`config.mk`:
```
export PLATFORM = sky130hd
export DESIGN_NAME = quadrature_decoder
export DESIGN_NICKNAME = d
export VERILOG_FILES = /design/src/rtl/quadrature_decoder.sv
export SDC_FILE = /design/constraint.sdc
export NUM_CORES = 1
export LEC_CHECK = 0
export BUFFER_PORTS_ARGS = -buffer_cell sky130_fd_sc_hd__buf_2
export CAP_MARGIN = 20
export CELL_PAD_IN_SITES_DETAIL_PLACEMENT = 1
export CELL_PAD_IN_SITES_GLOBAL_PLACEMENT = 2
export CORE_UTILIZATION = 40
export CTS_BUF_LIST = sky130_fd_sc_hd__clkbuf_8
export CTS_CLUSTER_DIAMETER = 80
export DETAILED_ROUTE_END_ITERATION = 8
export GPL_TIMING_DRIVEN = 1
export PLACE_DENSITY = 0.83
export SLEW_MARGIN = 15
export SYNTH_ARGS = -nofsm -noshare
export SYNTH_HDL_FRONTEND = slang
export SYNTH_SLANG_ARGS = --single-unit
export TNS_END_PERCENT = 5
```
`constraint.sdc`:
```
create_clock -name clk -period 2 [get_ports clk]
set_clock_uncertainty 0.1 [all_clocks]
set_input_delay 0.4 -clock clk [delete_from_list [all_inputs] [get_ports clk]]
set_output_delay 0.4 -clock clk [all_outputs]
set_load 0.05 [all_outputs]
```
`src/rtl/quadrature_decoder.sv`:
```
// quadrature_decoder: synchronises, debounces and decodes a quadrature encoder into inc/dec/error pulses.
// Define QDEC_DETENT_EN to emit one pulse per full detent (11 to 11) instead of one per edge.
module quadrature_decoder #(
  parameter int DEBOUNCE_CYCLES = 1000,
  parameter int DEBOUNCE_BITWIDTH = 10
) (
  input  logic       clk,
  input  logic       rst,
  input  logic       a_in,
  input  logic       b_in,
  output logic       increment,
  output logic       decrement,
  output logic       error,
  output logic [1:0] state
);
  localparam logic [DEBOUNCE_BITWIDTH-1:0] LIMIT = DEBOUNCE_BITWIDTH'(DEBOUNCE_CYCLES);
  logic [1:0] sync1, sync2, prev, pos_prev, pos_cur, diff;
  logic [DEBOUNCE_BITWIDTH-1:0] cnt [2];
  logic fwd, rev, bad, inc_n, dec_n;
  always_ff @(posedge clk or posedge rst)
    if (rst) begin
      sync1 <= 2'b11;
      sync2 <= 2'b11;
    end else begin
      sync1 <= {a_in, b_in};
      sync2 <= sync1;
    end
  always_ff @(posedge clk or posedge rst)
    if (rst) begin
      state <= 2'b11;
      for (int i = 0; i < 2; i++) cnt[i] <= '0;
    end else begin
      for (int i = 0; i < 2; i++)
        if (sync2[i] == state[i]) cnt[i] <= '0;
        else if (cnt[i] == LIMIT) begin
          state[i] <= sync2[i];
          cnt[i] <= '0;
        end else cnt[i] <= cnt[i] + 1'b1;
    end
  // Gray position {a, a^b} turns the 00-01-11-10 cycle into a plain mod-4 count
  always_comb begin
    pos_prev = {prev[1], ^prev};
    pos_cur = {state[1], ^state};
    diff = pos_cur - pos_prev;
    fwd = diff == 2'd1;
    rev = diff == 2'd3;
    bad = diff == 2'd2;
  end
`ifdef QDEC_DETENT_EN
  logic signed [3:0] acc, sum;
  logic enter;
  always_comb begin
    enter = state == 2'b11 && prev != 2'b11;
    sum = acc + (fwd ? 4'sd1 : rev ? -4'sd1 : 4'sd0);
    inc_n = enter && !bad && sum == 4'sd4;
    dec_n = enter && !bad && sum == -4'sd4;
  end
  always_ff @(posedge clk or posedge rst)
    if (rst) acc <= '0;
    else acc <= (bad || enter) ? 4'sd0 : sum;
`else
  always_comb begin
    inc_n = fwd;
    dec_n = rev;
  end
`endif
  always_ff @(posedge clk or posedge rst)
    if (rst) begin
      prev <= 2'b11;
      increment <= 1'b0;
      decrement <= 1'b0;
      error <= 1'b0;
    end else begin
      prev <= state;
      increment <= inc_n;
      decrement <= dec_n;
      error <= bad;
    end
endmodule

```
# Yosys cells after proc, flatten, opt, wreduce, memory -nomap -nowiden
# Cells that the tools add are included.
# W data, S select, Z words.
# totals
reg_bits	31
in_bits	4
word_cells	30
out_inout_bits	5
# classes
bitwise_logic	2
n_reduce_logical	4
add_sub_neg	3
n_eq_ne	7
mux	4
# ops
cell	n
$mux W10	4
$add A10 B1 Y10 const B	2
$eq A10 B10 Y1 const B	2
$eq A2 B2 Y1 const B	2
$reduce_and A2 Y1	2
$reduce_xor A2 Y1	2
$eq A1 B1 Y1	2
$eq A2 B1 Y1 const B	1
$not A1 Y1	2
$sub A2 B2 Y2	1

# Depth between registers and ports, before layout
# depth
word_depth	3
ltp_mapped	6
depth_no_buf	6

# Worst setup path before layout
# No wires, ideal clock.
# synth_path
kind	reg-to-reg
from	reg cnt[10] (netlist bit)
to	reg state[0]
required_ns	1.815
setup_time_ns	0.085
path_buffers	0
period_less_slack_ns	1.786
slack_ns	0.214
stages_incl_launch_ff	7
arrival_time_ns	1.602
path_cell_list	dfrtp_1 > inv_1 > ha_1 > nand2_1 > or4b_4 > nor2_2 > mux2_1
# synth_between
elab_chain_len	2
# synth_rtl
element	line_no	text
from (decl)	18	logic [DEBOUNCE_BITWIDTH-1:0] cnt [2];
from (signal, indexed assignment)	38	end else cnt[i] <= cnt[i] + 1'b1;
$eq A10 B10 Y1	35	else if (cnt[i] == LIMIT) begin
$reduce_and A2 Y1 (no line)	-	
to (signal, indexed assignment)	36	state[i] <= sync2[i];
to (decl)	14	output logic [1:0] state
# Every way passes these cells.
# A chain may end at the register's enable or synchronous reset.

# Final worst setup path
# Ends and elaborated chain as after synthesis.

==> results by group <==
Critical path
  • Endpoint kind of the worst setup timing path: flop
  • Setup CP Type: reg -> reg
  • Worst EP arrival: just under 2 ns
  • Crit Path Max Fanout: 6
  • Critical path required time: between 2 and 2.5 ns
  • Nature of the critical path startpoint: flop

Cells and area
  • Total number of nets in the final design: around 160
  • Area growth, synth to finish: 13.5%
  • Sequential cell area: between 700 and 800 µm²
  • Combined area of the multi-input logic cells: 608 µm²
  • Layout cell share with drive strength beyond 1: 19.0%
  • Number of antenna cells inserted: 0
  • Filler cells: 397
  • Final cell area excluding filler cells: roughly 1600 µm²

Place
  • Estimated wirelength of the detail-placed design: 1.93 mm
  • Placed inst area: 1540 µm²
  • Routability congestion estimate: between 0.7 and 0.8
  • Total of buffers placed on input and output ports: 8

Floorplanning
  • Die outline height: 61.7 µm
  • Total Die Area: between 3000 and 4000 µm²
  • Number of core rows: 21
  • Core area: around 3400 µm²
  • Top-level I/O count: 9
  • Die W: 61.7 µm
  • Initial Utilization: approximately 42%

GRT
  • Global-route wire length before repair: 4.56 mm
  • Total congestion overflow: 0
  • Overall routing resource usage: 17.2%
  • Via count of the first global-routing pass: 1022
  • Initial antenna violation count: 0
  • Largest net degree at the start of global routing: 32

Power
  • Max VDD drop: 346 µV
  • Leakage dissipation: ~0.71 nW
  • Power density over the cells: roughly 700 nW/µm²
  • Design Power: 1.16 mW

STA
  • Final clock period utilization by the worst path: 93.6%
  • Setup repair after global routing missed its margin: no
  • Max-slew violation total from the final report: 0
  • Slew @ Worst Pin: 0.388 ns
  • Relative slew margins: 74.0%
  • Number of hold violations in the final report: 0
  • Maximum clock frequency: approximately 530 MHz
  • Final count of negative-setup-slack endpoints: 0
  • Post-Route Setup TNS: 0 ns
  • Final period demand of the worst path: 1.87 ns

Synthesis
  • Number of instances in the synthesized netlist: 129
  • Cell types occupying the most area after synthesis: dfrtp_1 40%, dfstp_2 15%, xor2_1 6.2%, ha_1 4.4%, nor2_1 4.2%
  • Netlist cell types: 31
  • Netlist area before placement: roughly 1400 µm²
  • Proportion of netlist area held by the largest area contributor: 40.4%
  • Post-synthesis sequential element count: 31
  • Synthesized Nets: 138
  • Dominant cell type by area after synthesis: dfrtp_1
  • Average footprint of a synthesized cell: between 10 and 15 µm²
  • Sequential cell area fraction in the yosys report: between 50% and 60%
  • Warnings, synthesis: 0

Clock tree
  • Clock transition at path regs: about 0.06 ns
  • CTS tree: yes
  • Number of sinks driven by the clock tree: 31
  • Clock Latency Late Sink: 0.28 ns
  • Number of buffers created by CTS: 5
  • Post-CTS setup buffer count: 0
  • # H-tree levels: 2
  • CTS resizes: 0
  • Clock root buffer: clkbuf_8
  • Hold-fix buffers, CTS: 0
  • Maximum root-to-sink buffer count: 2

Route
  • Detailed-route vias per instance: 5.18
  • DRT Wirelength: 2.73 mm
  • WL per Instance: about 14 µm
  • Final ANT Viol Nets: 0
  • Iteration count of the initial detailed-routing pass: 4
  • Via count of the routed design: 1000
  • Final routed DRC violation total: 0
  • Number of DRC violations after detailed-routing iteration 0: 32

Outcome
  • Run status: finished, final reports clean

Job
  • Number of violations of the max-capacitance limit: 0

Hold path
  • Worst min-delay path class: in -> async
[state kept, by name, indices dropped and copies added (netlist names)]
signal / flops
cnt: 20
sync1: 2
state: 2
error: 1
increment: 1
decrement: 1
prev: 2
sync2: 2
[cells in the final DEF (no fill, tap or decap), types with 2 or more instances in the layout]
master     n
ha_1       5
a31oi_1    5
xnor2_1    6
a21oi_1    2
buf_2      8
dfrtp_1   23
nor2_1    16
nand2_1    9
nand4_1    4
nand3_1    9
buf_4      2
dfstp_2    8
or3_1      3
nand2b_1   2
nor2b_1    2
xor2_1    10
inv_1     11
clkbuf_8   5
o211ai_1   2
[final cells by class]
class | instances | area share [%]
well taps | 46 | 3.56
clock buffers | 5 | 4.26
clock inverters | 3 | 0.697
repair buffers | 10 | 3.41
multi-input cells | 90 | 37.6
inverters | 8 | 1.86
flip-flops and latches | 31 | 48.6
[synth_stat cells (all sizes together)]
master / number
dfstp: 8
or3b: 1
and4bb: 1
o21ai: 1
nand2b: 2
nand4b: 1
a21oi: 2
nand4: 4
o211ai: 2
or4b: 1
dfrtp: 23
a22oi: 1
a2111oi: 1
nor2: 17
xor2: 10
and2: 1
o21bai: 2
nand3: 9
mux2: 2
or3: 3
nand2: 9
nor2b: 2
and4: 1
inv: 8
xnor2: 6
a31oi: 5
and3: 1
ha: 5
[critical path, stage by stage, from the launching register on]
cell and delay (ns):
dfrtp_1 0.42, inv_1 0.08, ha_1 0.14, nand2_1 0.05
or4b_4 0.54, nor2_2 0.13, mux2_1 0.33
[worst paths after layout]
path | slack, ns | start | cells past startpoint | to
worst max-delay path | 0.13 | cnt[10] | 6 | state[0]
min in group clk | 0.13 | b_in | 1 | sync1[0]
worst min-delay path | 0.09 | rst | 3 | cnt[11]
worst max register to register | 0.13 | cnt[10] | 6 | state[0]
max in group asynchronous | 1.39 | rst | 3 | sync2[0]
worst min register to register | 0.26 | sync1[1] | 0 | sync2[1]
[report_power, final]
| part | internal [mW] | total, mW | switching (mW) |
|---|---|---|---|
| Combinational | 0.0215 | 0.0564 | 0.0349 |
| Sequential | 0.645 | 0.659 | 0.0139 |
| Clock | 0.231 | 0.445 | 0.214 |
| Total | 0.898 | 1.16 | 0.262 |
[metal layers]
| metal | GRT usage, % | vias up | share of wire, % |
|---|---|---|---|
| met5 | 0 | - | 0 |
| met1 | 20.6 | 506 | 45 |
| met4 | 5.71 | 0 | 0.70 |
| li1 | - | 478 | - |
| met2 | 27.8 | 14 | 50 |
| met3 | 7.56 | 2 | 3.9 |
[through the flow]
stage	cells	hold slack (ns)	worst slack (ns)	utilization [%]
after floorplan	129	0.245	0.214	-
after global placement	185	0.245	0.178	45.7
after detailed placement	185	0.251	0.131	45.7
after CTS	193	0.101	0.111	48.1
after global routing	193	0.107	0.0377	48.1
final	193	0.0911	0.129	48.1
[cell families (layout without fill, tap and decap cells)]
kind of cell,Yosys count,count (layout),synth area share [%]
AO/OA/AOI/OAI,14,14,7.29
XOR/XNOR,16,16,9.84
adder cells (fa/ha/maj),5,5,4.39
buffers and inverters,8,26,2.11
flip-flops,31,31,55.2
multiplexers,2,2,1.58
AND/OR/NAND/NOR,53,53,19.6
Power figures use the tool's default switching activity.
